$ cat config.mk
export PLATFORM = sky130hd
export DESIGN_NAME = rtc_bus_sequencer_flat
export DESIGN_NICKNAME = d
export VERILOG_FILES = /design/src/rtl/rtc_bus_sequencer_if.sv /design/src/rtl/rtc_bus_sequencer.sv /design/src/flat_wrapper.sv
export SDC_FILE = /design/constraint.sdc
export NUM_CORES = 1
export LEC_CHECK = 0
export ABC_AREA = 1
export CORE_AREA = 4 4 77 79
export DETAILED_ROUTE_END_ITERATION = 10
export DIE_AREA = 0 0 81 83
export PLACE_DENSITY = 0.73
export SLEW_MARGIN = 5
export SYNTH_ARGS = -nofsm -noshare
export SYNTH_HDL_FRONTEND = slang
export SYNTH_SLANG_ARGS = --single-unit
$ cat constraint.sdc
create_clock -name clk -period 2 [get_ports clk]
set_clock_uncertainty 0.2 [all_clocks]
set_input_delay 0.2 -clock clk [delete_from_list [all_inputs] [get_ports clk]]
set_output_delay 0.2 -clock clk [all_outputs]
set_load 0.02 [all_outputs]
$ cat src/rtl/rtc_bus_sequencer_if.sv
// Bundle of request/handshake and multiplexed AD-bus signals between the
// output-register bank, the RTC bus sequencer and the top-level pad driver.
interface rtc_bus_sequencer_if;
    logic       arranque_inicio;
    logic       arranque_leer;
    logic       arranque_escribir;
    logic [7:0] direccion;
    logic [7:0] dato;
    logic [7:0] ad_in;
    logic       listo;
    logic       ocupado;
    logic [7:0] dato_leido;
    logic       cs_n;
    logic       rd_n;
    logic       wr_n;
    logic       a_d;
    logic [7:0] ad_out;
    logic       ad_oe;

    modport master (
        output arranque_inicio, arranque_leer, arranque_escribir, direccion, dato, ad_in,
        input  listo, ocupado, dato_leido, cs_n, rd_n, wr_n, a_d, ad_out, ad_oe
    );

    modport slave (
        input  arranque_inicio, arranque_leer, arranque_escribir, direccion, dato, ad_in,
        output listo, ocupado, dato_leido, cs_n, rd_n, wr_n, a_d, ad_out, ad_oe
    );
endinterface

$ cat src/rtl/rtc_bus_sequencer.sv
// Runs one Intel-style multiplexed address/data RTC bus transaction (or the
// two-write init sequence) per accepted start level; all outputs registered.
module rtc_bus_sequencer #(
    parameter int         T_PHASE   = 10,
    parameter logic [7:0] INIT_ADDR = 8'h02,
    parameter logic [7:0] INIT_DATA = 8'h10
) (
    input  logic               clk,
    input  logic               rst,
    rtc_bus_sequencer_if.slave bus
);

    localparam int             CW     = (T_PHASE > 1) ? $clog2(T_PHASE) : 1;
    localparam logic [CW-1:0]  RELOAD = CW'(T_PHASE - 1);

    localparam logic [3:0] S_IDLE     = 4'd0;
    localparam logic [3:0] S_ADDR_SET = 4'd1;
    localparam logic [3:0] S_ADDR_STB = 4'd2;
    localparam logic [3:0] S_ADDR_HLD = 4'd3;
    localparam logic [3:0] S_DATA_SET = 4'd4;
    localparam logic [3:0] S_DATA_STB = 4'd5;
    localparam logic [3:0] S_DATA_HLD = 4'd6;
    localparam logic [3:0] S_GAP      = 4'd7;
    localparam logic [3:0] S_DONE     = 4'd8;
    localparam logic [3:0] S_RECOVER  = 4'd9;

    logic [3:0]    r_state;
    logic [CW-1:0] r_cnt;
    logic          r_wr;
    logic          r_init;
    logic          r_second;
    logic [7:0]    r_addr;
    logic [7:0]    r_data;

    logic          r_cs_n, r_rd_n, r_wr_n, r_a_d, r_ad_oe, r_listo, r_ocupado;
    logic [7:0]    r_ad_out;
    logic [7:0]    r_dato_leido;

    logic [3:0]    w_state_nxt;
    logic [CW-1:0] w_cnt_nxt;
    logic          w_wr_nxt, w_init_nxt, w_second_nxt;
    logic [7:0]    w_addr_nxt, w_data_nxt;
    logic          w_phase_end;
    logic          w_capture;

    logic          w_cs_n, w_rd_n, w_wr_n, w_a_d, w_ad_oe, w_listo, w_ocupado;
    logic [7:0]    w_ad_out;

    assign w_phase_end = (r_cnt == '0);
    assign w_capture   = (r_state == S_DATA_STB) && w_phase_end && !r_wr;

    always_comb begin
        w_state_nxt  = r_state;
        w_wr_nxt     = r_wr;
        w_init_nxt   = r_init;
        w_second_nxt = r_second;
        w_addr_nxt   = r_addr;
        w_data_nxt   = r_data;
        case (r_state)
            S_IDLE: begin
                if (bus.arranque_inicio) begin
                    w_state_nxt  = S_ADDR_SET;
                    w_wr_nxt     = 1'b1;
                    w_init_nxt   = 1'b1;
                    w_second_nxt = 1'b0;
                    w_addr_nxt   = INIT_ADDR;
                    w_data_nxt   = INIT_DATA;
                end else if (bus.arranque_escribir || bus.arranque_leer) begin
                    w_state_nxt  = S_ADDR_SET;
                    w_wr_nxt     = bus.arranque_escribir;
                    w_init_nxt   = 1'b0;
                    w_second_nxt = 1'b0;
                    w_addr_nxt   = bus.direccion;
                    w_data_nxt   = bus.dato;
                end
            end
            S_ADDR_SET: if (w_phase_end) w_state_nxt = S_ADDR_STB;
            S_ADDR_STB: if (w_phase_end) w_state_nxt = S_ADDR_HLD;
            S_ADDR_HLD: if (w_phase_end) w_state_nxt = S_DATA_SET;
            S_DATA_SET: if (w_phase_end) w_state_nxt = S_DATA_STB;
            S_DATA_STB: if (w_phase_end) w_state_nxt = S_DATA_HLD;
            S_DATA_HLD: begin
                // Init runs a second write of zero after a one-cycle chip-select release
                if (w_phase_end) begin
                    if (r_init && !r_second) begin
                        w_state_nxt  = S_GAP;
                        w_second_nxt = 1'b1;
                        w_data_nxt   = 8'h00;
                    end else begin
                        w_state_nxt  = S_DONE;
                    end
                end
            end
            S_GAP:     w_state_nxt = S_ADDR_SET;
            S_DONE:    w_state_nxt = S_RECOVER;
            S_RECOVER: w_state_nxt = S_IDLE;
            default:   w_state_nxt = S_IDLE;
        endcase

        if (w_state_nxt != r_state) begin
            w_cnt_nxt = RELOAD;
        end else if (w_phase_end) begin
            w_cnt_nxt = '0;
        end else begin
            w_cnt_nxt = r_cnt - 1'b1;
        end
    end

    // Bus outputs are decoded from the next state so the registered pins line up with the state
    always_comb begin
        w_cs_n    = 1'b1;
        w_rd_n    = 1'b1;
        w_wr_n    = 1'b1;
        w_a_d     = 1'b1;
        w_ad_oe   = 1'b0;
        w_ad_out  = 8'h00;
        w_listo   = 1'b0;
        w_ocupado = (w_state_nxt != S_IDLE);
        case (w_state_nxt)
            S_ADDR_SET, S_ADDR_STB, S_ADDR_HLD: begin
                w_cs_n   = 1'b0;
                w_a_d    = 1'b0;
                w_ad_oe  = 1'b1;
                w_ad_out = w_addr_nxt;
                w_wr_n   = (w_state_nxt != S_ADDR_STB);
            end
            S_DATA_SET, S_DATA_STB, S_DATA_HLD: begin
                w_cs_n   = 1'b0;
                w_ad_oe  = w_wr_nxt;
                w_ad_out = w_wr_nxt ? w_data_nxt : 8'h00;
                if (w_state_nxt == S_DATA_STB) begin
                    w_wr_n = ~w_wr_nxt;
                    w_rd_n = w_wr_nxt;
                end
            end
            S_DONE:  w_listo = 1'b1;
            default: ;
        endcase
    end

    always_ff @(posedge clk or negedge rst) begin
        if (!rst) begin
            r_state      <= S_IDLE;
            r_cnt        <= '0;
            r_wr         <= 1'b0;
            r_init       <= 1'b0;
            r_second     <= 1'b0;
            r_cs_n       <= 1'b1;
            r_rd_n       <= 1'b1;
            r_wr_n       <= 1'b1;
            r_a_d        <= 1'b1;
            r_ad_oe      <= 1'b0;
            r_ad_out     <= 8'h00;
            r_listo      <= 1'b0;
            r_ocupado    <= 1'b0;
            r_dato_leido <= 8'h00;
        end else begin
            r_state   <= w_state_nxt;
            r_cnt     <= w_cnt_nxt;
            r_wr      <= w_wr_nxt;
            r_init    <= w_init_nxt;
            r_second  <= w_second_nxt;
            r_cs_n    <= w_cs_n;
            r_rd_n    <= w_rd_n;
            r_wr_n    <= w_wr_n;
            r_a_d     <= w_a_d;
            r_ad_oe   <= w_ad_oe;
            r_ad_out  <= w_ad_out;
            r_listo   <= w_listo;
            r_ocupado <= w_ocupado;
            if (w_capture) r_dato_leido <= bus.ad_in;
        end
    end

    always_ff @(posedge clk) begin
        r_addr <= w_addr_nxt;
        r_data <= w_data_nxt;
    end

    assign bus.cs_n       = r_cs_n;
    assign bus.rd_n       = r_rd_n;
    assign bus.wr_n       = r_wr_n;
    assign bus.a_d        = r_a_d;
    assign bus.ad_oe      = r_ad_oe;
    assign bus.ad_out     = r_ad_out;
    assign bus.listo      = r_listo;
    assign bus.ocupado    = r_ocupado;
    assign bus.dato_leido = r_dato_leido;

endmodule

$ cat src/flat_wrapper.sv
// flat-port wrapper written by rule: the top's interface ports become plain ports
module rtc_bus_sequencer_flat 
#(
    parameter int         T_PHASE   = 10,
    parameter logic [7:0] INIT_ADDR = 8'h02,
    parameter logic [7:0] INIT_DATA = 8'h10
)
  (clk, rst, bus_arranque_inicio, bus_arranque_leer, bus_arranque_escribir, bus_direccion, bus_dato, bus_ad_in, bus_listo, bus_ocupado, bus_dato_leido, bus_cs_n, bus_rd_n, bus_wr_n, bus_a_d, bus_ad_out, bus_ad_oe);
  rtc_bus_sequencer_if bus_i ();
  input  logic clk;
  input  logic rst;
  input wire logic [$bits(bus_i.arranque_inicio)-1:0] bus_arranque_inicio;
  input wire logic [$bits(bus_i.arranque_leer)-1:0] bus_arranque_leer;
  input wire logic [$bits(bus_i.arranque_escribir)-1:0] bus_arranque_escribir;
  input wire logic [$bits(bus_i.direccion)-1:0] bus_direccion;
  input wire logic [$bits(bus_i.dato)-1:0] bus_dato;
  input wire logic [$bits(bus_i.ad_in)-1:0] bus_ad_in;
  output wire logic [$bits(bus_i.listo)-1:0] bus_listo;
  output wire logic [$bits(bus_i.ocupado)-1:0] bus_ocupado;
  output wire logic [$bits(bus_i.dato_leido)-1:0] bus_dato_leido;
  output wire logic [$bits(bus_i.cs_n)-1:0] bus_cs_n;
  output wire logic [$bits(bus_i.rd_n)-1:0] bus_rd_n;
  output wire logic [$bits(bus_i.wr_n)-1:0] bus_wr_n;
  output wire logic [$bits(bus_i.a_d)-1:0] bus_a_d;
  output wire logic [$bits(bus_i.ad_out)-1:0] bus_ad_out;
  output wire logic [$bits(bus_i.ad_oe)-1:0] bus_ad_oe;
  assign bus_i.arranque_inicio = bus_arranque_inicio;
  assign bus_i.arranque_leer = bus_arranque_leer;
  assign bus_i.arranque_escribir = bus_arranque_escribir;
  assign bus_i.direccion = bus_direccion;
  assign bus_i.dato = bus_dato;
  assign bus_i.ad_in = bus_ad_in;
  assign bus_listo = bus_i.listo;
  assign bus_ocupado = bus_i.ocupado;
  assign bus_dato_leido = bus_i.dato_leido;
  assign bus_cs_n = bus_i.cs_n;
  assign bus_rd_n = bus_i.rd_n;
  assign bus_wr_n = bus_i.wr_n;
  assign bus_a_d = bus_i.a_d;
  assign bus_ad_out = bus_i.ad_out;
  assign bus_ad_oe = bus_i.ad_oe;
  rtc_bus_sequencer #(.T_PHASE(T_PHASE), .INIT_ADDR(INIT_ADDR), .INIT_DATA(INIT_DATA)) u_core (.clk(clk), .rst(rst), .bus(bus_i));
endmodule
Yosys cells after proc, flatten, opt, wreduce, memory -nomap -nowiden:

Cells that the tools add are included.

* latch bits: 0
* memory bits (writable): 0
* register bits: 50
* memories: 0
* memory bits (read-only): 0
* input bits: 29

* div/mod/pow operators: 0
* add/subtract/negate cells: 1
* mux-type cells: 39
* bitwise operators: 1
* order comparisons: 0
* shift operators: 0
* multipliers: 0
* equal/unequal tests: 20
* reduce and logical (&&, ||, !) cells: 16

Operators by type and width (count)
* 8-bit 2-to-1 mux: 8
* 4-bit 2-to-1 mux: 11
* 4-bit case mux with 9 select lines: 1
* 8-bit case mux with 2 select lines: 2
* 4-bit by 3-bit == test with 1-bit output (second input constant): 7
* 4-bit by 2-bit == test with 1-bit output (second input constant): 4
* 1-bit 2-to-1 mux: 14
* 4-bit by 1-bit == test with 1-bit output (second input constant): 2
* 4-bit == test (second input constant): 2
* 4-bit zero test: 2
* 1-bit case mux with 2 select lines: 3
* 3-bit OR reduction: 2
* 6-bit OR reduction: 1
* 2-bit by 1-bit != test with 1-bit output (second input constant): 2
* 4-bit by 2-bit != test with 1-bit output (second input constant): 1
* 4-bit != test: 1
* 4-bit AND reduction: 1
* 2-bit nonzero test: 2
* 4-bit nonzero test: 1
* 4-bit by 1-bit subtractor with 4-bit output (second input constant): 1
* 1-bit logical AND: 3
* 3-bit by 2-bit != test with 1-bit output (second input constant): 1
* 1-bit zero test: 2
* 2-bit AND reduction: 1
* other kinds (2): 2

Logic depth before layout (Yosys ltp):

* depth after elaboration: 8
* gate-level depth with buffers: 13

Worst setup path before layout:

OpenSTA, ideal clock, no wires.

* path kind: flip-flop to flip-flop
* start: register u_core.r_cnt[0]
* end: register u_core.r_dato_leido[0], in the netlist u_core.bus.dato_leido[0]
* path slack: 152 ps
* required time: 1675 ps
* data arrival time: 1523 ps
* library setup time: 125 ps
* stages on the path, launching flop included: 9
* cell sequence: dfrtp_1 > inv_1 > ha_1 > nand2_2 > inv_1 > nand2_1 > or2_1 > buf_6 > mux2_4

* longest elaborated chain between the ends: 3

RTL lines
* start: declaration: RTL line rtc_bus_sequencer.sv:28 `logic [CW-1:0] r_cnt;`
* start signal: assignment: RTL line rtc_bus_sequencer.sv:159 `r_cnt <= w_cnt_nxt;`
* 4-bit zero test: RTL line rtc_bus_sequencer.sv:49 `assign w_phase_end = (r_cnt == '0);`
* 1-bit logical AND (2 in series): RTL line rtc_bus_sequencer.sv:50 `assign w_capture = (r_state == S_DATA_STB) && w_phase_end && !r_wr;`
* end signal: assignment: RTL line rtc_bus_sequencer.sv:171 `if (w_capture) r_dato_leido <= bus.ad_in;`
* end: declaration: RTL line rtc_bus_sequencer.sv:37 `logic [7:0] r_dato_leido;`

Every way passes these cells.
A chain may end at the register's enable or synchronous reset.

Worst setup path after layout:

* start: register u_core.r_state[0]
* end: register u_core.r_ad_out[3], in the netlist u_core.bus.ad_out[3]

* longest elaborated chain between the ends: 6
* elaborated cells on any way between the ends: 31
* those cells by class: eq/ne: 14; mux: 14; reduce/logical: 3

RTL lines
* start: declaration: RTL line rtc_bus_sequencer.sv:27 `logic [3:0] r_state;`
* start signal: assignment: RTL line rtc_bus_sequencer.sv:158 `r_state <= w_state_nxt;`
* 4-bit 2-to-1 mux: RTL line rtc_bus_sequencer.sv:68 `end else if (bus.arranque_escribir || bus.arranque_leer) begin`
* 4-bit 2-to-1 mux: RTL line rtc_bus_sequencer.sv:61 `if (bus.arranque_inicio) begin`
* 4-bit case mux with 9 select lines (*): RTL line rtc_bus_sequencer.sv:59 `case (r_state)`
* via u_core.w_state_nxt[0]: RTL line rtc_bus_sequencer.sv:39 `logic [3:0] w_state_nxt;`
* 4-bit by 3-bit == test with 1-bit output (tied with other cells): RTL line rtc_bus_sequencer.sv:119 `case (w_state_nxt)`
* 3-bit OR reduction: RTL line rtc_bus_sequencer.sv:119
* 8-bit case mux with 2 select lines (*): RTL line rtc_bus_sequencer.sv:119
* via u_core.w_ad_out[3]: RTL line rtc_bus_sequencer.sv:47 `logic [7:0] w_ad_out;`
* end signal: assignment: RTL line rtc_bus_sequencer.sv:168 `r_ad_out <= w_ad_out;`
* end: declaration: RTL line rtc_bus_sequencer.sv:36 `logic [7:0] r_ad_out;`

The timed path passes the listed nets; every way through them passes the cells marked *.

==> reports/qor.txt <==
Status = finished clean
# setup viols final = 0
Synth Instances = 243
Worst hold path class = primary input to asynchronous set/reset pin
DRT iter0 DRCs = 67
Critical path capture point type = register
Site Rows = 27
Die area = 0.006723 mm2
Simple-gate area share of the yosys netlist = 27.99%
Worst reg2reg startpoint = u_core.r_state[0]
Post-DP Area = 0.002965 mm2
Number of port buffers = 51
Worst setup SP type = register
Worst R2R End = u_core.bus.ad_out[3]
CTS tree = done
CP Class = register to register
Largest family of logic cells by synthesized area = simple AND/OR/NAND/NOR gates
Critical Path AT = 1.93 ns
Via count = 1876
Core area = 0.005338 mm2
Highest Clock Rate = 517.4 MHz
CTS Buf Count = 5
Starting Density = 42.55%
Slew Limit Headroom = 70.86%
Synth Flop Type = dfrtp_1
Worst-margin pin slew = 0.4371 ns
Clock Path Buffers = 2
Nets = 349
#FFs+latches synth = 50
Tcrit/Tclk final = 96.64%
EDFF count, synth = 0
Dpl hpwl = 3626 um
Post-synthesis adder-cell area fraction = 1.102%
Yosys warnings = 0
Max IR drop VDD = 0.3742 mV
DRC Markers = 0
H-tree depth = 2
CP peak stage delay = 0.48 ns
Netlist Area Pre-Place = 0.002271 mm2
Synth area leader = dfrtp_1
Total GRT Usage = 15.63%
Top-count cell post-synth = nand2_1
Top post-synthesis cells by area = dfrtp_1, dfxtp_1, nand2_1
Routed WL per cell = 13.21 um
Power Total = 1.740 mW
First-pass GRT wire length = 8280 um
Syn Area/Cell = 9.345 um2
Final Util = 60.64%
Synth cell types = 34
Die height = 83 um
Post-synth top area share = 33.06%
Area Overhead vs Synth = 42.53%
DRT Pass-1 Iters = 4
Number of global-route vias before repair = 1859
CP Cell Sequence = inv_2 -> nand2_1 -> nor2_4 -> nand2_2 -> nand2_1 -> nand2_2 -> nand2_4 -> inv_4 -> nand2_4 -> nand2_4 -> nand3_1 -> nand2_1
Flop2flop setup slack = 0.07 ns
Unrepaired setup endpoints after global routing = yes
Routability Congestion = 0.8277
Clock sinks = 50
Mux cell area share after synthesis = 5.289%
Ports = 52
Crit-path max FO = 6
Root Driver = clkbuf_8
Final WS setup = 0.06714 ns
Mapped Nets = 274
R2R depth = 12
Initial antenna violation count = 0
CP max-delay cell = dfrtp_2
Hold Vio Cnt, Final = 0
Largest net degree at the start of global routing = 35
Critical Path RT = 2.00 ns
Max-capacitance violation count = 0
Die width = 81 um
GRT overflow = 0
Clock latency on the worst-skew pair = 0.30 ns
Worst Setup SP = u_core.r_state[0]
Final wirelength = 5164 um
Clock-pin slew on the worst setup and hold paths = 0.09 ns
Post-route cell area = 0.003237 mm2
Pins Over Slew Limit = 0
Pre-CTS WS = -0.01902 ns
Antenna Nets Post-Route = 0
Share of the yosys chip area belonging to registers = 51.79%
Synth Area in Compound Gates = 7.603%
Top post-synthesis cells by count = nand2_1, dfrtp_1, nand3_1, inv_1, dfxtp_1
Min cycle time layout = 1.933 ns
Antenna Cells = 0
DR vias/cell = 4.798
Min Hold Slack = 0.09551 ns
Pwr Density = 537.4 mW/mm2
Synth Area in XOR/XNOR = 0.7713%
Layout cells sized above 1 = 27.90%
Lkg Pwr = 1.525 nW
Ys async rst share = 68.00%
==> per-stage QoR <==
stage	setup TNS, ns	cells
5_1_grt	-0.2595	391
4_1_cts	0	387
2_1_floorplan	0	243
3_3_place_gp	0	379
3_5_place_dp	-0.1596	379
6_report	0	391
==> kinds of logic (layout without fill, tap and decap cells) <==
group,Yosys count,in the layout
flops,50,50
buf+inv,28,103
fa+ha+maj,2,2
xor+xnor,2,2
mux,8,8
simple gates,130,131
compound gates,23,23
==> critical path: cells and delay by family, from the launching register on <==
family,cells,cell delay [ns]
buffers and inverters,2,0.15
DFF,1,0.48
and+or+nand+nor,10,1.00
==> how the worst max path moves through the flow <==
stage                                     endpoint  slack, ns
after floorplan           u_core.bus.dato_leido[0]       0.15
after global routing          u_core.bus.ad_out[0]      -0.04
after global placement        u_core.bus.ad_out[3]      0.003
after CTS                     u_core.bus.ad_out[0]     0.0002
final                         u_core.bus.ad_out[3]       0.07
after detailed placement           u_core.r_cnt[0]      -0.02
==> where the power goes <==
part           switching, mW  total [mW]  internal, mW  leakage [nW]
registers            0.00512        1.02          1.01         0.556
clock network          0.347       0.593         0.247        0.0422
logic                 0.0472       0.126        0.0790         0.927
total                  0.399        1.74          1.34          1.52
==> layout by cell type (no fill, tap or decap), drive strengths merged, types with 4 or more instances in the layout <==
| cell type | instances |
|---|---|
| clkbuf | 5 |
| a21oi | 6 |
| mux2 | 8 |
| nand2 | 83 |
| dfxtp | 16 |
| buf | 18 |
| o21ai | 5 |
| dfstp | 4 |
| clkdlybuf4s50 | 51 |
| a22o | 7 |
| nand3 | 21 |
| nor2 | 21 |
| inv | 26 |
| dfrtp | 30 |
==> final cells by class <==
class                   instances  area [um2]
fillers                       497        2101
flip-flops and latches         50        1177
multi-input cells             166        1120
repair buffers                 69       653.1
inverters                      26       107.6
well taps                      72       90.09
clock buffers                   5       68.82
clock inverters                 3       20.02
==> state kept, by name, summed over array words and instances, names as in the netlist <==
register	count
u_core.bus.ad_out	8
u_core.bus.dato_leido	8
u_core.r_addr	8
u_core.r_data	8
u_core.r_cnt	4
u_core.r_state	4
u_core.bus.a_d	1
u_core.bus.ad_oe	1
u_core.bus.cs_n	1
u_core.bus.listo	1
u_core.bus.ocupado	1
u_core.bus.rd_n	1
u_core.bus.wr_n	1
u_core.r_init	1
u_core.r_second	1
u_core.r_wr	1
==> routing by layer <==
| metal | GRT usage (%) | part of all wire, % |
|---|---|---|
| met5 | 0 | 0 |
| met4 | 5.684 | 1.5 |
| met3 | 3.037 | 5.3 |
| met2 | 24.65 | 49 |
| met1 | 21.13 | 44 |
==> repair_timing <==
action / CTS / global route
pin swaps: 0 / 9
setup buffers: 0 / 4
hold buffers: 0 / 0
cloned: 0 / 1
gates resized for setup: 1 / 35
setup endpoints to repair: 8 / 32
(Power assumes the default switching activity.)
